`config.mk`:
```
export PLATFORM = sky130hd
export DESIGN_NAME = mips_cpu_mem_arbiter
export DESIGN_NICKNAME = d
export VERILOG_FILES = /design/src/rtl/mips_cpu_mem_arbiter.sv
export SDC_FILE = /design/constraint.sdc
export NUM_CORES = 1
export LEC_CHECK = 0
export CAP_MARGIN = 25
export CORE_MARGIN = 2
export CORE_UTILIZATION = 33
export DETAILED_ROUTE_END_ITERATION = 10
export GPL_ROUTABILITY_DRIVEN = 0
export PLACE_DENSITY = 0.59
export SETUP_SLACK_MARGIN = 0.2
export SLEW_MARGIN = 0
export SYNTH_ARGS = -nofsm -noshare
export SYNTH_HDL_FRONTEND = slang
export SYNTH_SLANG_ARGS = --single-unit
```
`constraint.sdc`:
```
create_clock -name clk -period 3.62 [get_ports clk]
set_input_delay 0.724 -clock clk [delete_from_list [all_inputs] [get_ports clk]]
set_output_delay 0.724 -clock clk [all_outputs]
set_load 0.1 [all_outputs]
```
`src/rtl/mips_cpu_mem_arbiter.sv`:
```
// Shared-bus sequencer: fetch, decode, optional data access, one-cycle commit.
// Define MEM_ARB_PERF_EN to add the perf_cycles/perf_instrs/perf_stalls counters.
module mips_cpu_mem_arbiter #(
  parameter int unsigned MAX_WAIT     = 16,
  parameter logic [31:0] RESET_VECTOR = 32'hBFC00000
) (
  input  logic        clk,
  input  logic        reset,
  input  logic        cpu_active,
  input  logic [31:0] instr_address,
  output logic [31:0] instr_readdata,
  input  logic [31:0] data_address,
  input  logic        data_read,
  input  logic        data_write,
  input  logic [31:0] data_writedata,
  output logic [31:0] data_readdata,
  output logic        cpu_clk_enable,
  output logic [31:0] address,
  output logic        read,
  output logic        write,
  output logic [31:0] writedata,
  output logic [3:0]  byteenable,
  input  logic        waitrequest,
  input  logic [31:0] readdata,
  output logic        bus_error
`ifdef MEM_ARB_PERF_EN
  ,
  output logic [31:0] perf_cycles,
  output logic [31:0] perf_instrs,
  output logic [31:0] perf_stalls
`endif
);

  localparam logic [31:0] RV_UNUSED = RESET_VECTOR;

  typedef enum logic [2:0] {
    S_FETCH,
    S_DECODE,
    S_DATA,
    S_COMMIT,
    S_HALT,
    S_ERROR
  } state_t;

  state_t      r_state;
  state_t      w_next;
  logic        r_read;
  logic        r_write;
  logic [31:0] r_addr;
  logic [31:0] r_wdata;
  logic [31:0] r_instr;
  logic [31:0] r_rdata;
  logic [31:0] r_wait;
  logic        w_xfer;
  logic        w_done;
  logic        w_timeout;
  logic        w_enter;

  // FETCH right after reset has no strobe yet; that cycle only launches it
  assign w_xfer = (r_state == S_FETCH && r_read) || (r_state == S_DATA);
  assign w_done = w_xfer && !waitrequest;
  assign w_timeout = (MAX_WAIT != 0) && w_xfer && waitrequest
                  && (r_wait == MAX_WAIT - 1);
  assign w_enter = (w_next != r_state);

  always_comb begin
    w_next = r_state;
    case (r_state)
      S_FETCH: begin
        if (w_timeout)   w_next = S_ERROR;
        else if (w_done) w_next = S_DECODE;
      end
      S_DECODE: begin
        if (data_read && data_write)      w_next = S_ERROR;
        else if (data_read || data_write) w_next = S_DATA;
        else                              w_next = S_COMMIT;
      end
      S_DATA: begin
        if (w_timeout)   w_next = S_ERROR;
        else if (w_done) w_next = S_COMMIT;
      end
      S_COMMIT: w_next = cpu_active ? S_FETCH : S_HALT;
      S_HALT:   w_next = S_HALT;
      S_ERROR:  w_next = S_ERROR;
      default:  w_next = S_ERROR;
    endcase
  end

  always_ff @(posedge clk) begin
    if (!reset) begin
      r_state <= S_FETCH;
      r_read  <= 1'b0;
      r_write <= 1'b0;
      r_addr  <= '0;
      r_wdata <= '0;
      r_instr <= '0;
      r_rdata <= '0;
      r_wait  <= '0;
    end else begin
      r_state <= w_next;
      if (w_next == S_FETCH && (w_enter || !r_read)) begin
        r_read  <= 1'b1;
        r_addr  <= instr_address;
        r_wait  <= '0;
      end else if (w_next == S_DATA && w_enter) begin
        r_read  <= data_read;
        r_write <= data_write;
        r_addr  <= data_address;
        r_wdata <= data_writedata;
        r_wait  <= '0;
      end else if (w_enter) begin
        r_read  <= 1'b0;
        r_write <= 1'b0;
      end else if (w_xfer && waitrequest) begin
        r_wait  <= r_wait + 32'd1;
      end
      if (r_state == S_FETCH && w_done)
        r_instr <= readdata;
      if (r_state == S_DATA && r_read && !waitrequest)
        r_rdata <= readdata;
    end
  end

`ifdef MEM_ARB_PERF_EN
  logic [31:0] r_pcyc;
  logic [31:0] r_pins;
  logic [31:0] r_pstl;

  always_ff @(posedge clk) begin
    if (!reset) begin
      r_pcyc <= '0;
      r_pins <= '0;
      r_pstl <= '0;
    end else begin
      if (r_state != S_HALT && r_state != S_ERROR)
        r_pcyc <= r_pcyc + 32'd1;
      if (r_state == S_COMMIT)
        r_pins <= r_pins + 32'd1;
      if (w_xfer && waitrequest)
        r_pstl <= r_pstl + 32'd1;
    end
  end

  assign perf_cycles = r_pcyc;
  assign perf_instrs = r_pins;
  assign perf_stalls = r_pstl;
`endif

  assign instr_readdata = r_instr;
  assign data_readdata  = r_rdata;
  assign cpu_clk_enable = (r_state == S_COMMIT);
  assign address        = r_addr;
  assign read           = r_read;
  assign write          = r_write;
  assign writedata      = r_wdata;
  assign byteenable     = 4'hF;
  assign bus_error      = (r_state == S_ERROR);

endmodule

```
### After elaboration in Yosys (flattened, before gate mapping)

Index checks and enable logic that the tools add are counted.

* flip-flop bits (word level): 165
* output and inout port bits: 136
* word-level logic and storage cells: 58

* add/subtract/negate cells: 1
* eq/ne operators: 8
* mux-type cells: 14
* bitwise operators: 3
* reductions and logical operators: 24

Operators with widths (count)
* $mux W32: 2
* $add A32 B1 Y32 const B: 1
* $eq A32 B4 Y1 const B: 1
* $mux W3: 6
* $pmux W3 S5: 1
* $logic_and A1 B1 Y1: 10
* $eq A3 B2 Y1 const B: 3
* $eq A3 B3 Y1 const B: 2
* $logic_not A3 Y1: 2
* $reduce_and A2 Y1: 3
* $mux W1: 5
* $reduce_bool A2 Y1: 2
* $eq A3 B1 Y1 const B: 1
* $logic_or A1 B1 Y1: 3
* $ne A3 B3 Y1: 1
* $not A1 Y1: 3
* $reduce_bool A3 Y1: 1
* $reduce_or A3 Y1: 1
* $logic_not A1 Y1: 2

### Logic depth before layout (Yosys ltp)

* depth in word-level cells: 12
* mapped depth: 8
* gate-level depth less buffers: 6

### Worst setup path before layout

No wires, ideal clock.

* kind: register to register
* start point: reg r_read (netlist: read)
* end point: reg r_wait[17]
* setup time: 0.070 ns
* data arrival time: 2.292 ns
* required time: 3.550 ns
* path slack: 1.259 ns
* cell stages (with the launch flop): 7
* path buffers: 1
* path through: dfxtp_1 -> or2_2 -> nand4_1 -> or2_0 -> buf_2 -> or4_1 -> a21oi_1

* longest elaborated chain between the ends: 10
* elaborated cells on any way between the ends: 20
* those cells by class: eq/ne: 2; mux: 5; bitwise: 1; reduce/logical: 12

Ends and longest elaborated chain
* start, declared: line 47 `logic r_read;`
* start signal, assigned: line 106 `r_read <= data_read;`
* $logic_and A1 B1 Y1: line 60 `assign w_xfer = (r_state == S_FETCH && r_read) || (r_state == S_DATA);`
* $logic_or A1 B1 Y1: line 60
* $logic_and A1 B1 Y1 (on tied branches): line 61, 62, 114
* $mux W3 (tied with other cells): line 80 `else if (w_done) w_next = S_COMMIT;`
* $mux W3 (on tied branches): line 79, 70
* $pmux W3 S5: line 68 `case (r_state)`
* $ne A3 B3 Y1: line 64 `assign w_enter = (w_next != r_state);`
* $logic_or A1 B1 Y1: line 101 `if (w_next == S_FETCH && (w_enter || !r_read)) begin`
* $logic_and A1 B1 Y1: line 101
* $reduce_or A3 Y1 (no line)
* end signal, assigned: line 115 `r_wait <= r_wait + 32'd1;`
* end, declared: line 53 `logic [31:0] r_wait;`

Parallel ways exist; a longest one is shown, timed or not.
A chain may end at the register's enable or synchronous reset.

### Final worst setup path

* start point: reg r_wdata[8] (netlist: writedata[8])
* end point: out writedata[8]

RTL lines
* start, declared: line 50 `logic [31:0] r_wdata;`
* start signal, assigned: line 109 `r_wdata <= data_writedata;`
* end, declared: line 21 `output logic [31:0] writedata,`

No word-level cell between the ends.

==> flow_metrics.tcl <==
set metrics [dict create \
    tightest_slew_ps 1050 \
    synth_area_um2 7000 \
    cp_data_arrival_time_ps 1940 \
    grt_pass1_vias 6310 \
    synth_xor_area_share_pct 2.25 \
    antenna_found_initial 0 \
    rsz0062_at_grt "false" \
    final_common_cell "nand2_1" \
    initial_core_util_pct 33.4 \
    nFillCells 2090 \
    clk_latency_ps 430 \
    synth_ff_type "dfxtp_1" \
    relSlewSlack_pct 29.5 \
    slowest_delay_ps 1190 \
    grt_start_max_net_pins 113 \
    hp-class "flip-flop to flip-flop" \
    path_delay_family "buffers and inverters" \
    ys_seq_elements 165 \
    die_y_um 150 \
    cp_slowest_cell "clkdlybuf4s50_1" \
    instances_no_fill 1369 \
    cts_root_buf "clkbuf_16" \
    multi_input_area_um2 3410 \
    critPathLaunchType "flip-flop" \
    seqCellArea_um2 3300 \
    synth_mux_area_share_pct 0.286 \
    cap_viol_max_count 0 \
    clock-sinks 165 \
    synth-adder-area-share_pct 0.357 \
    synth-edff-count 0 \
    synth.distinct_cells 42 \
    power.density_nw_per_um2 568 \
    period_share_pct 73.6 \
    setup_viol_count_final 0 \
    ios 270 \
    finalCriticalPeriod_ps 2670 \
    fmax_mhz 375 \
    status "finished clean" \
    drv_slew 0 \
    first_pass_iters 4 \
    drtIter0Drc 281 \
    rows 53 \
    drc_errors 0 \
    nets 1217 \
    postCtsHoldBufs 0 \
    fin_area_um2 10400 \
    critPathMaxFanout 2 \
    grt_pass1_wl_um 33700 \
    fin_worst_skew_ps 10.7 \
    syn_to_final_growth_pct 48.8 \
    path_buf_inv 1 \
    cts_tree "built" \
    core_um2 21000 \
    setup_tns_ps 0 \
    globalRouteTotalUtil_pct 19.1 \
    post-dp-hpwl_um 14800 \
    clk_pin_slew_ps 70 \
    synth_warnings 0 \
    cp-end-kind "primary output" \
    wl_um 21300 \
    dieArea_um2 22400 \
    irDropWorstVdd_v 0.000349 \
    path_cells "clkdlybuf4s50_1" \
    synth_compound_area_share_pct 18.3 \
    drtAntennaViolNets 0 \
    die_x_um 150 \
    syn_inst 849 \
    hold_viol 0 \
    synth_top_family_by_area "simple AND/OR/NAND/NOR gates" \
    post_cts_resize_count 0 \
    cts_inserted_buffers 17 \
    cts-htree-levels 4 \
    p_leak_nw 3.83 \
    cp_data_required_time_ps 2900 \
    synth-async-reset-ratio_pct 0 \
    synthSimpleGateAreaFrac_pct 27.1 \
    p_total_mw 5.92 \
    routed_via_density 4.77 \
    yosysSeqAreaShare_pct 47.2 \
    post_cts.repair.setup_buffers 0 \
    dp.cells 1337 \
    vias 6536 \
    drive_gt1_share_pct 5.03 \
    syn-mean-instance-area_um2 8.25 \
    placement.cell_area_um2 9810 \
    ctsLongestPathBuffers 2 \
    most-common-layout-cells "nand2_1, clkdlybuf4s50_1, dfxtp_1" \
    insertedDiodeCount 0 \
    grt-ovfl-total 0 \
    routedWlPerCell_um 15.6 \
    post-route-util_pct 49.7 \
    io_buffers 265 \
    crit_type "flip-flop to primary output" \
]
## layer usage
| metal | wire length [um] | track usage, % |
|---|---|---|
| met5 | 0 | 0 |
| met4 | 181 | 4.25 |
| met3 | 1840 | 8.17 |
| met2 | 10100 | 31.7 |
| met1 | 9170 | 23.0 |
## report_power, final
group          switching, mW  leakage, nW  internal (mW)
sequential            0.0875         1.34           1.96
clock                  0.808        0.296           1.06
combinational           1.45         2.19          0.553
## path summary, 6_finish.rpt
| check | to | start | cells past startpoint | slack, ps |
|---|---|---|---|---|
| max | writedata[8] | writedata[8] | 1 | 950 |
| min | data_readdata[29] | data_readdata[29] | 2 | 450 |
| max reg2reg | r_wait[1] | r_wait[14] | 5 | 1100 |
| min reg2reg | data_readdata[29] | data_readdata[29] | 2 | 450 |
## registers in the layout, summed over array words and instances (netlist names)
name	flops
writedata	32
data_readdata	32
read	1
r_wait	32
instr_readdata	32
address	32
r_state	3
write	1
## cells in the mapped netlist (all sizes together) (2+ instances only)
| cell type | n | area share (%) |
|---|---|---|
| buf | 26 | 2.1 |
| nor3b | 4 | 0.57 |
| nand4 | 9 | 0.80 |
| a21boi | 98 | 11 |
| o21ai | 8 | 0.57 |
| inv | 4 | 0.21 |
| or4 | 8 | 0.86 |
| nand3 | 44 | 3.1 |
| and4 | 6 | 0.75 |
| nand2 | 277 | 15 |
| o31ai | 7 | 0.75 |
| nand2b | 3 | 0.27 |
| xnor2 | 13 | 1.6 |
| nor3 | 5 | 0.36 |
| nor2 | 24 | 1.3 |
| nor4 | 17 | 1.6 |
| clkbuf | 40 | 2.1 |
| dfxtp | 165 | 47 |
| and2 | 6 | 0.54 |
| or3 | 4 | 0.36 |
| xor2 | 5 | 0.63 |
| ha | 2 | 0.36 |
| or2 | 3 | 0.27 |
| and3 | 11 | 0.98 |
| mux2i | 2 | 0.29 |
| a21oi | 10 | 0.71 |
| o211ai | 7 | 0.75 |
| nand3b | 2 | 0.21 |
| o211a | 32 | 4.6 |
## kinds of logic (layout without fill, tap and decap cells)
| logic type | after synthesis | after routing |
|---|---|---|
| AOI/OAI and AO/OA | 166 | 166 |
| xor gates and xnor gates | 18 | 18 |
| adders and majority gates | 2 | 2 |
| buffers and inverters | 70 | 312 |
| DFF | 165 | 165 |
| muxes | 2 | 2 |
| other | 1 | 4 |
| and+or+nand+nor | 425 | 425 |
## cell type report
cell class	count	area share (%)
Sequential cell	165	31.7
Inverter	4	0.144
Tap cell	275	3.30
Clock inverter	13	1.62
Multi-Input combinational cell	617	32.8
Timing Repair Buffer	276	26.2
Clock buffer	19	4.25
## worst min-delay path, stage by stage (launching register included)
cell	delay, ps
dfxtp_1	310
nand2_1	50
a21boi_1	50
## per-stage QoR
step / hold slack, ps / setup WS (ps)
after floorplan: 461 / 1260
after global placement: 441 / 720
after detailed placement: 445 / 686
after CTS: 455 / 924
after global routing: 476 / 832
final: 454 / 955
No activity file was read; power rests on OpenSTA's default activity.
